**src/rtl/fpna_config_chain_if.sv**
```systemverilog
// Configuration chain bus: shift-in beats, commit/readback requests and fabric-side status.
interface fpna_config_chain_if #(
  parameter int CHAIN_LEN = 256,
  parameter int SHIFT_W   = 1
);
  logic                 config_en;
  logic [SHIFT_W-1:0]   bs_in;
  logic [SHIFT_W-1:0]   bs_out;
  logic                 commit;
  logic                 readback;
  logic [CHAIN_LEN-1:0] cfg_active;
  logic                 cfg_valid;
  logic                 cfg_full;
  logic                 cfg_err;

  modport master (
    output config_en, bs_in, commit, readback,
    input  bs_out, cfg_active, cfg_valid, cfg_full, cfg_err
  );

  modport slave (
    input  config_en, bs_in, commit, readback,
    output bs_out, cfg_active, cfg_valid, cfg_full, cfg_err
  );
endinterface

```
**src/rtl/fpna_config_chain.sv**
```systemverilog
// Multi-bit configuration scan chain with length-checked commit into the active
// configuration and readback capture for shift-out verification.
module fpna_config_chain #(
  parameter int                   CHAIN_LEN = 256,
  parameter int                   SHIFT_W   = 1,
  parameter logic [CHAIN_LEN-1:0] RESET_CFG = '0
) (
  input  logic                 clk,
  input  logic                 reset,
  fpna_config_chain_if.slave   bus
);
  localparam int BEATS = CHAIN_LEN / SHIFT_W;
  localparam int CW    = $clog2(BEATS + 2);
  localparam logic [CW-1:0] CNT_FULL = CW'(BEATS);
  localparam logic [CW-1:0] CNT_OVR  = CW'(BEATS + 1);

  typedef struct packed {
    logic shift;
    logic commit;
    logic readback;
  } req_t;

  logic [CHAIN_LEN-1:0] sr, cfg_q;
  logic [CW-1:0]        cnt;
  logic                 valid_q, err_q, full;
  req_t                 req;

  // Priority decode: a shift beat always wins; commit beats readback.
  assign req.shift    = bus.config_en;
  assign req.commit   = !bus.config_en && bus.commit;
  assign req.readback = !bus.config_en && !bus.commit && bus.readback;
  assign full         = (cnt == CNT_FULL);

  always_ff @(posedge clk) begin
    if (reset) begin
      sr      <= '0;
      cfg_q   <= RESET_CFG;
      cnt     <= '0;
      valid_q <= 1'b0;
      err_q   <= 1'b0;
    end else if (req.shift) begin
      sr <= (sr << SHIFT_W) | CHAIN_LEN'(bus.bs_in);
      if (cnt != CNT_OVR) cnt <= cnt + 1'b1;
      // A request colliding with a beat is dropped and flagged.
      if (bus.commit || bus.readback) err_q <= 1'b1;
    end else if (req.commit) begin
      if (full) begin
        cfg_q   <= sr;
        valid_q <= 1'b1;
      end else begin
        err_q <= 1'b1;
      end
      cnt <= '0;
    end else if (req.readback) begin
      sr  <= cfg_q;
      cnt <= '0;
    end
  end

  assign bus.bs_out     = sr[CHAIN_LEN-1 -: SHIFT_W];
  assign bus.cfg_active = cfg_q;
  assign bus.cfg_valid  = valid_q;
  assign bus.cfg_full   = full;
  assign bus.cfg_err    = err_q;
endmodule
```
**src/flat_wrapper.sv**
```systemverilog
// flat-port wrapper written by rule: the top's interface ports become plain ports
module fpna_config_chain_flat 
#(
  parameter int                   CHAIN_LEN = 256,
  parameter int                   SHIFT_W   = 1,
  parameter logic [CHAIN_LEN-1:0] RESET_CFG = '0
)
  (clk, reset, bus_config_en, bus_bs_in, bus_commit, bus_readback, bus_bs_out, bus_cfg_active, bus_cfg_valid, bus_cfg_full, bus_cfg_err);
  fpna_config_chain_if #(.CHAIN_LEN(CHAIN_LEN), .SHIFT_W(SHIFT_W)) bus_i ();
  input  logic clk;
  input  logic reset;
  input wire logic [$bits(bus_i.config_en)-1:0] bus_config_en;
  input wire logic [$bits(bus_i.bs_in)-1:0] bus_bs_in;
  input wire logic [$bits(bus_i.commit)-1:0] bus_commit;
  input wire logic [$bits(bus_i.readback)-1:0] bus_readback;
  output wire logic [$bits(bus_i.bs_out)-1:0] bus_bs_out;
  output wire logic [$bits(bus_i.cfg_active)-1:0] bus_cfg_active;
  output wire logic [$bits(bus_i.cfg_valid)-1:0] bus_cfg_valid;
  output wire logic [$bits(bus_i.cfg_full)-1:0] bus_cfg_full;
  output wire logic [$bits(bus_i.cfg_err)-1:0] bus_cfg_err;
  assign bus_i.config_en = bus_config_en;
  assign bus_i.bs_in = bus_bs_in;
  assign bus_i.commit = bus_commit;
  assign bus_i.readback = bus_readback;
  assign bus_bs_out = bus_i.bs_out;
  assign bus_cfg_active = bus_i.cfg_active;
  assign bus_cfg_valid = bus_i.cfg_valid;
  assign bus_cfg_full = bus_i.cfg_full;
  assign bus_cfg_err = bus_i.cfg_err;
  fpna_config_chain #(.CHAIN_LEN(CHAIN_LEN), .SHIFT_W(SHIFT_W), .RESET_CFG(RESET_CFG)) u_core (.clk(clk), .reset(reset), .bus(bus_i));
endmodule
```
**config.mk**
```make
export PLATFORM = sky130hd
export DESIGN_NAME = fpna_config_chain_flat
export DESIGN_NICKNAME = d
export VERILOG_FILES = /design/src/rtl/fpna_config_chain_if.sv /design/src/rtl/fpna_config_chain.sv /design/src/flat_wrapper.sv
export SDC_FILE = /design/constraint.sdc
export NUM_CORES = 1
export LEC_CHECK = 0
export ABC_AREA = 1
export CAP_MARGIN = 0
export CORE_ASPECT_RATIO = 0.9
export CORE_MARGIN = 1
export CORE_UTILIZATION = 50
export DETAILED_ROUTE_END_ITERATION = 16
export PLACE_DENSITY = 0.76
export SYNTH_ARGS = -nofsm -noshare
export SYNTH_HDL_FRONTEND = slang
export SYNTH_SLANG_ARGS = --single-unit
```
**constraint.sdc**
```tcl
create_clock -name clk -period 2.15 [get_ports clk]
set_clock_uncertainty 0.05 [all_clocks]
set_input_delay 0.43 -clock clk [delete_from_list [all_inputs] [get_ports clk]]
set_output_delay 0.43 -clock clk [all_outputs]
set_load 0.01 [all_outputs]
```
[Yosys cells after proc, flatten, opt, wreduce, memory -nomap -nowiden]
Cells that the tools add are included.
Storage, ports and cells
  bits in registers: 523
  bits in latches: 0
  bits in writable memories: 0
  bits in read-only memories: 0
  bits of input ports: 6
  output and inout port bits: 260
  memories: 0
Operators by class
  add/sub/neg operators: 1
  multiply operators: 0
  divide/modulo/power cells: 0
  order comparisons: 0
  equal/unequal tests: 6
  shifts and indexed selects: 0
  mux-type cells: 11
  bitwise operators: 2
  reduce and logical (&&, ||, !) cells: 13
Operators by type and width (number)
  256-bit 2-to-1 mux: 3
  256-bit by 1-bit bitwise OR with 256-bit output: 1
  9-bit 2-to-1 mux: 4
  9-bit by 1-bit adder with 9-bit output, second input constant: 1
  9-bit equality test, second input constant: 1
  9-bit != test, second input constant: 1
  3-bit AND reduction: 2
  1-bit 2-to-1 mux: 4
  2-bit by 1-bit != test with 1-bit output, second input constant: 2
  2-bit != test, second input constant: 2
  2-bit AND reduction: 2
  2-bit nonzero test: 2
  1-bit logical AND: 3
  3-bit nonzero test: 1
  1-bit logical NOT: 2
  1-bit logical OR: 1
  1-bit inverter: 1

[Logic depth before layout (Yosys ltp)]
  depth in word-level cells: 6
  depth in mapped cells: 9

[Worst setup path before layout]
Ideal clock, no wire load.
  path kind: input port to flip-flop
  start: input port reset
  end: register u_core.cfg_q[10], in the netlist u_core.bus.cfg_active[10]
  setup time: 64 ps
  arrival: 1417 ps
  slack: 619 ps
  stages: 7
  cells stage by stage: buf_2 -> inv_1 -> buf_2 -> buf_2 -> buf_1 -> nand2_1 -> nor2_1
RTL lines
  start, declared: line flat_wrapper.sv:11  | input logic reset;
  end signal, assigned: line fpna_config_chain.sv:48  | cfg_q <= sr;
  end, declared: line fpna_config_chain.sv:23  | logic [CHAIN_LEN-1:0] sr, cfg_q;

[Final worst setup path]
  start: register u_core.cfg_q[151], in the netlist u_core.bus.cfg_active[151]
  end: output port bus_cfg_active[151]
RTL lines
  end, declared: line flat_wrapper.sv:17  | output wire logic [$bits(bus_i.cfg_active)-1:0] bus_cfg_active;
No word-level cell between the ends.

==> metrics.md <==
| Metric | Value |
|---|---|
| Commonest cells in the synthesized netlist | `760 x nand2_1, 523 x dfxtp_1, 304 x a21oi_1` |
| RSZ-0062 raised after global routing | `no` |
| Worst path slowest cell | `clkdlybuf4s50_1` |
| Cell family contributing the most delay on the critical path | `buffers and inverters` |
| Vias per std cell | `~5.7` |
| Die width | `around 220 um` |
| Slew Limit Headroom | `between 40% and 50%` |
| Register-to-register path setup slack | `0.15 ns` |
| Maximum number of pins on one net before global-route repair | `between 150 and 200` |
| Power per Cell Area | `roughly 750 nW/um^2` |
| Element type at the critical path start | `flop` |
| Kind of end point of the critical path | `primary output` |
| Global-route usage over all layers | `25.28%` |
| Master cell of the clock root buffer | `clkbuf_16` |
| Clk pin slew, worst setup/hold paths | `around 0.060 ns` |
| CP Cell Sequence | `clkdlybuf4s50_1` |
| Synth unique cells | `26` |
| Filler Cell Count | `approximately 3700` |
| Clock latency on the worst-skew pair | `0.58 ns` |
| Aggregate negative setup slack | `0 ns` |
| Number of nets in the synthesized netlist | `2998` |
| Share of the cycle needed by the critical path after routing | `between 90% and 100%` |
| Register cell area after layout | `roughly 10000 um^2` |
| Standard-cell row count | `72` |
| Vias in the first global route | `about 19000` |
| Async set-or-reset flop fraction in the synthesized netlist | `0%` |
| Multi-input combinational cell area | `between 10000 and 15000 um^2` |
| Count of nets after finishing | `around 3100` |
| Final Util | `between 60% and 70%` |
| Cells taking the most area after synthesis | `dfxtp_1 47%, nand2_1 13%, nand3b_1 7.3%, a21oi_1 6.8%, o21ai_0 6.7%` |
| Final estimated routing congestion in global placement | `0.8197` |
| Post-Synthesis Mean Instance Area | `around 7.4 um^2` |
| Shortest period the worst path allows | `2.097 ns` |
| Critical R2R Capture | `u_core.bus.cfg_active[57]$_SDFFE_PP0P_` |
| Floorplan die area | `45380 um^2` |
| Std-Cell Core Area | `approximately 43000 um^2` |
| IO Pins | `approximately 270` |
| Type of the tightest min-delay check | `primary input to flop` |
| Fraction of layout cells with a size suffix above 1 | `6.585%` |
| Sequential cell area fraction in the yosys report | `47.02%` |
| Post-placement worst setup slack | `-0.007229 ns` |
| Setup CP Type | `flop to primary output` |
| Top fanout value on the critical path | `3` |
| Growth of design area from synthesis to finish | `24.09%` |
| Cell count after synthesis | `2989` |
| Maximum capacitance violations | `0` |
| Aggregate global routing overflow | `0` |
| Crit path buffers/inverters | `1` |
| Total wire length after detailed routing | `between 50000 and 60000 um` |
| Synth top area share | `about 47%` |
| Number of detailed-route iterations in the first pass | `6` |
| Vertical die dimension | `202.2 um` |
| EDFF count, synth | `0` |
| Dpl hpwl | `between 30000 and 40000 um` |
| Final setup vio count | `0` |
| Peak supply drop | `approximately 0.55 mV` |
| Clock Tree Buf Depth | `3` |
| Highest clock rate | `around 480 MHz` |
| Post-route DRC violation count | `0` |
| Slack of the critical path | `around 0.053 ns` |
| Count of state elements after synthesis | `523` |
| Total stage count of the critical path | `1` |
| Post-synthesis cell type with the largest combined area | `dfxtp_1` |
| Delay of the slowest critical-path stage | `between 0.5 and 0.6 ns` |
| Outcome | `completed` |
| Number of DRC markers in iteration 0 | `~2200` |
| R2R cell count | `11` |
| Tightest Pin Transition | `roughly 0.8 ns` |
| Deepest level of the CTS H-tree | `2` |
| Arrival time at the worst endpoint | `roughly 1.6 ns` |
| Number of antenna violations at the first check in global routing | `0` |
| DR WL/cell | `~16 um` |
| Critical Path Start | `u_core.bus.cfg_active[151]$_SDFFE_PP0P_` |
| Via count of the routed design | `approximately 21000` |
| Worst flop-to-flop path startpoint | `u_core.cnt[5]$_SDFFE_PP0P_` |
| Antenna viol nets, final | `0` |
| Clock tree from TritonCTS | `done` |
| Dominant synthesized flop cell | `dfxtp_1` |
| Most frequently used cell type in the post-synthesis netlist | `nand2_1` |
| Global-route wire length before repair | `between 90000 and 100000 um` |
| Num CTS Buffers | `between 50 and 60` |
| Capturing instance or port of the critical path | `bus_cfg_active[151]` |
| Data required, critical path | `1.67 ns` |
| Starting Density | `between 50% and 60%` |
| CTS sink count | `roughly 520` |
| Leakage power | `9.699 nW` |
| Number of buffers inserted by port buffering | `265` |
| Post-synth design cell area | `22270 um^2` |
| Synthesis Warnings | `0` |
| Number of diodes added for antenna fixing | `0` |
| Number of endpoints with negative hold slack in the final report | `0` |
| Tightest hold margin | `0.1890 ns` |
| Max Slew Vio Count | `0` |
through the flow:
step,instance area [um^2],std cells,total power (W)
floorplan,22270,2989,0.01140
global placement,25850,3669,0.01187
detailed placement,25850,3669,0.01193
CTS,27570,3764,0.02087
global route,27630,3766,0.02148
finish,27630,3766,0.02073
worst min path at each step:
stage	from	to	depth (start not counted)
finish	bus_config_en	u_core.cnt[5]$_SDFFE_PP0P_	3
detailed placement	u_core.sr[249]$_SDFFE_PP0P_	u_core.sr[249]$_SDFFE_PP0P_	2
floorplan	u_core.sr[253]$_SDFFE_PP0P_	u_core.sr[253]$_SDFFE_PP0P_	2
global placement	u_core.sr[253]$_SDFFE_PP0P_	u_core.sr[253]$_SDFFE_PP0P_	2
CTS	bus_config_en	u_core.cnt[6]$_SDFFE_PP0P_	3
global route	bus_config_en	u_core.cnt[5]$_SDFFE_PP0P_	3
cell type report:
| cell class | count | share of cell area, % |
|---|---|---|
| flip-flops and latches | 523 | 37.91 |
| multi-input cells | 2128 | 37.17 |
| repair buffers | 378 | 15.34 |
| clock buffers | 84 | 5.838 |
| well taps | 592 | 2.681 |
| inverters | 54 | 0.8152 |
| clock inverters | 7 | 0.2446 |
metal layers:
layer | wire length, um | track usage (%)
met3 | 3946 | 3.794
met4 | 1245 | 7.653
met1 | 27150 | 35.65
met5 | 0 | 0
met2 | 27380 | 39.82
sequential cells by signal, summed over array words and instances (netlist names):
name	flops
u_core.bus.cfg_valid	1
u_core.sr	256
u_core.bus.cfg_err	1
u_core.cnt	9
u_core.bus.cfg_active	256
layout by cell type (no fill, tap or decap), types with 54 or more instances in the layout:
master,count
nand2_1,760
dfxtp_1,519
a21oi_1,304
o21ai_0,298
nor2_1,262
clkdlybuf4s50_1,261
a31oi_1,217
nand3b_1,216
nand3_1,55
buf_4,55
buf_12,55
clkbuf_16,54
where the power goes:
part           switching, W  internal, W
clock               0.00376      0.00522
combinational      0.000978     0.000597
sequential         0.000184      0.00999
cell families (layout without fill, tap and decap cells):
logic type | Yosys count | in the layout | share of synthesized area, %
DFF | 523 | 523 | 47.02
buffers and inverters | 338 | 523 | 7.008
and+or+nand+nor | 1303 | 1303 | 26.07
adders and majority gates | 3 | 3 | 0.1686
AOI/OAI and AO/OA | 822 | 822 | 19.72
timing repair:
item | 4_1_cts | 5_1_grt
pin swaps | 2 | 2
buffers inserted | 4 | 1
gates resized for setup | 9 | 9
endpoints found under the setup margin | 1 | 56
gates cloned | 0 | 1
hold buffers | 0 | 0
Power figures use the tool's default switching activity.
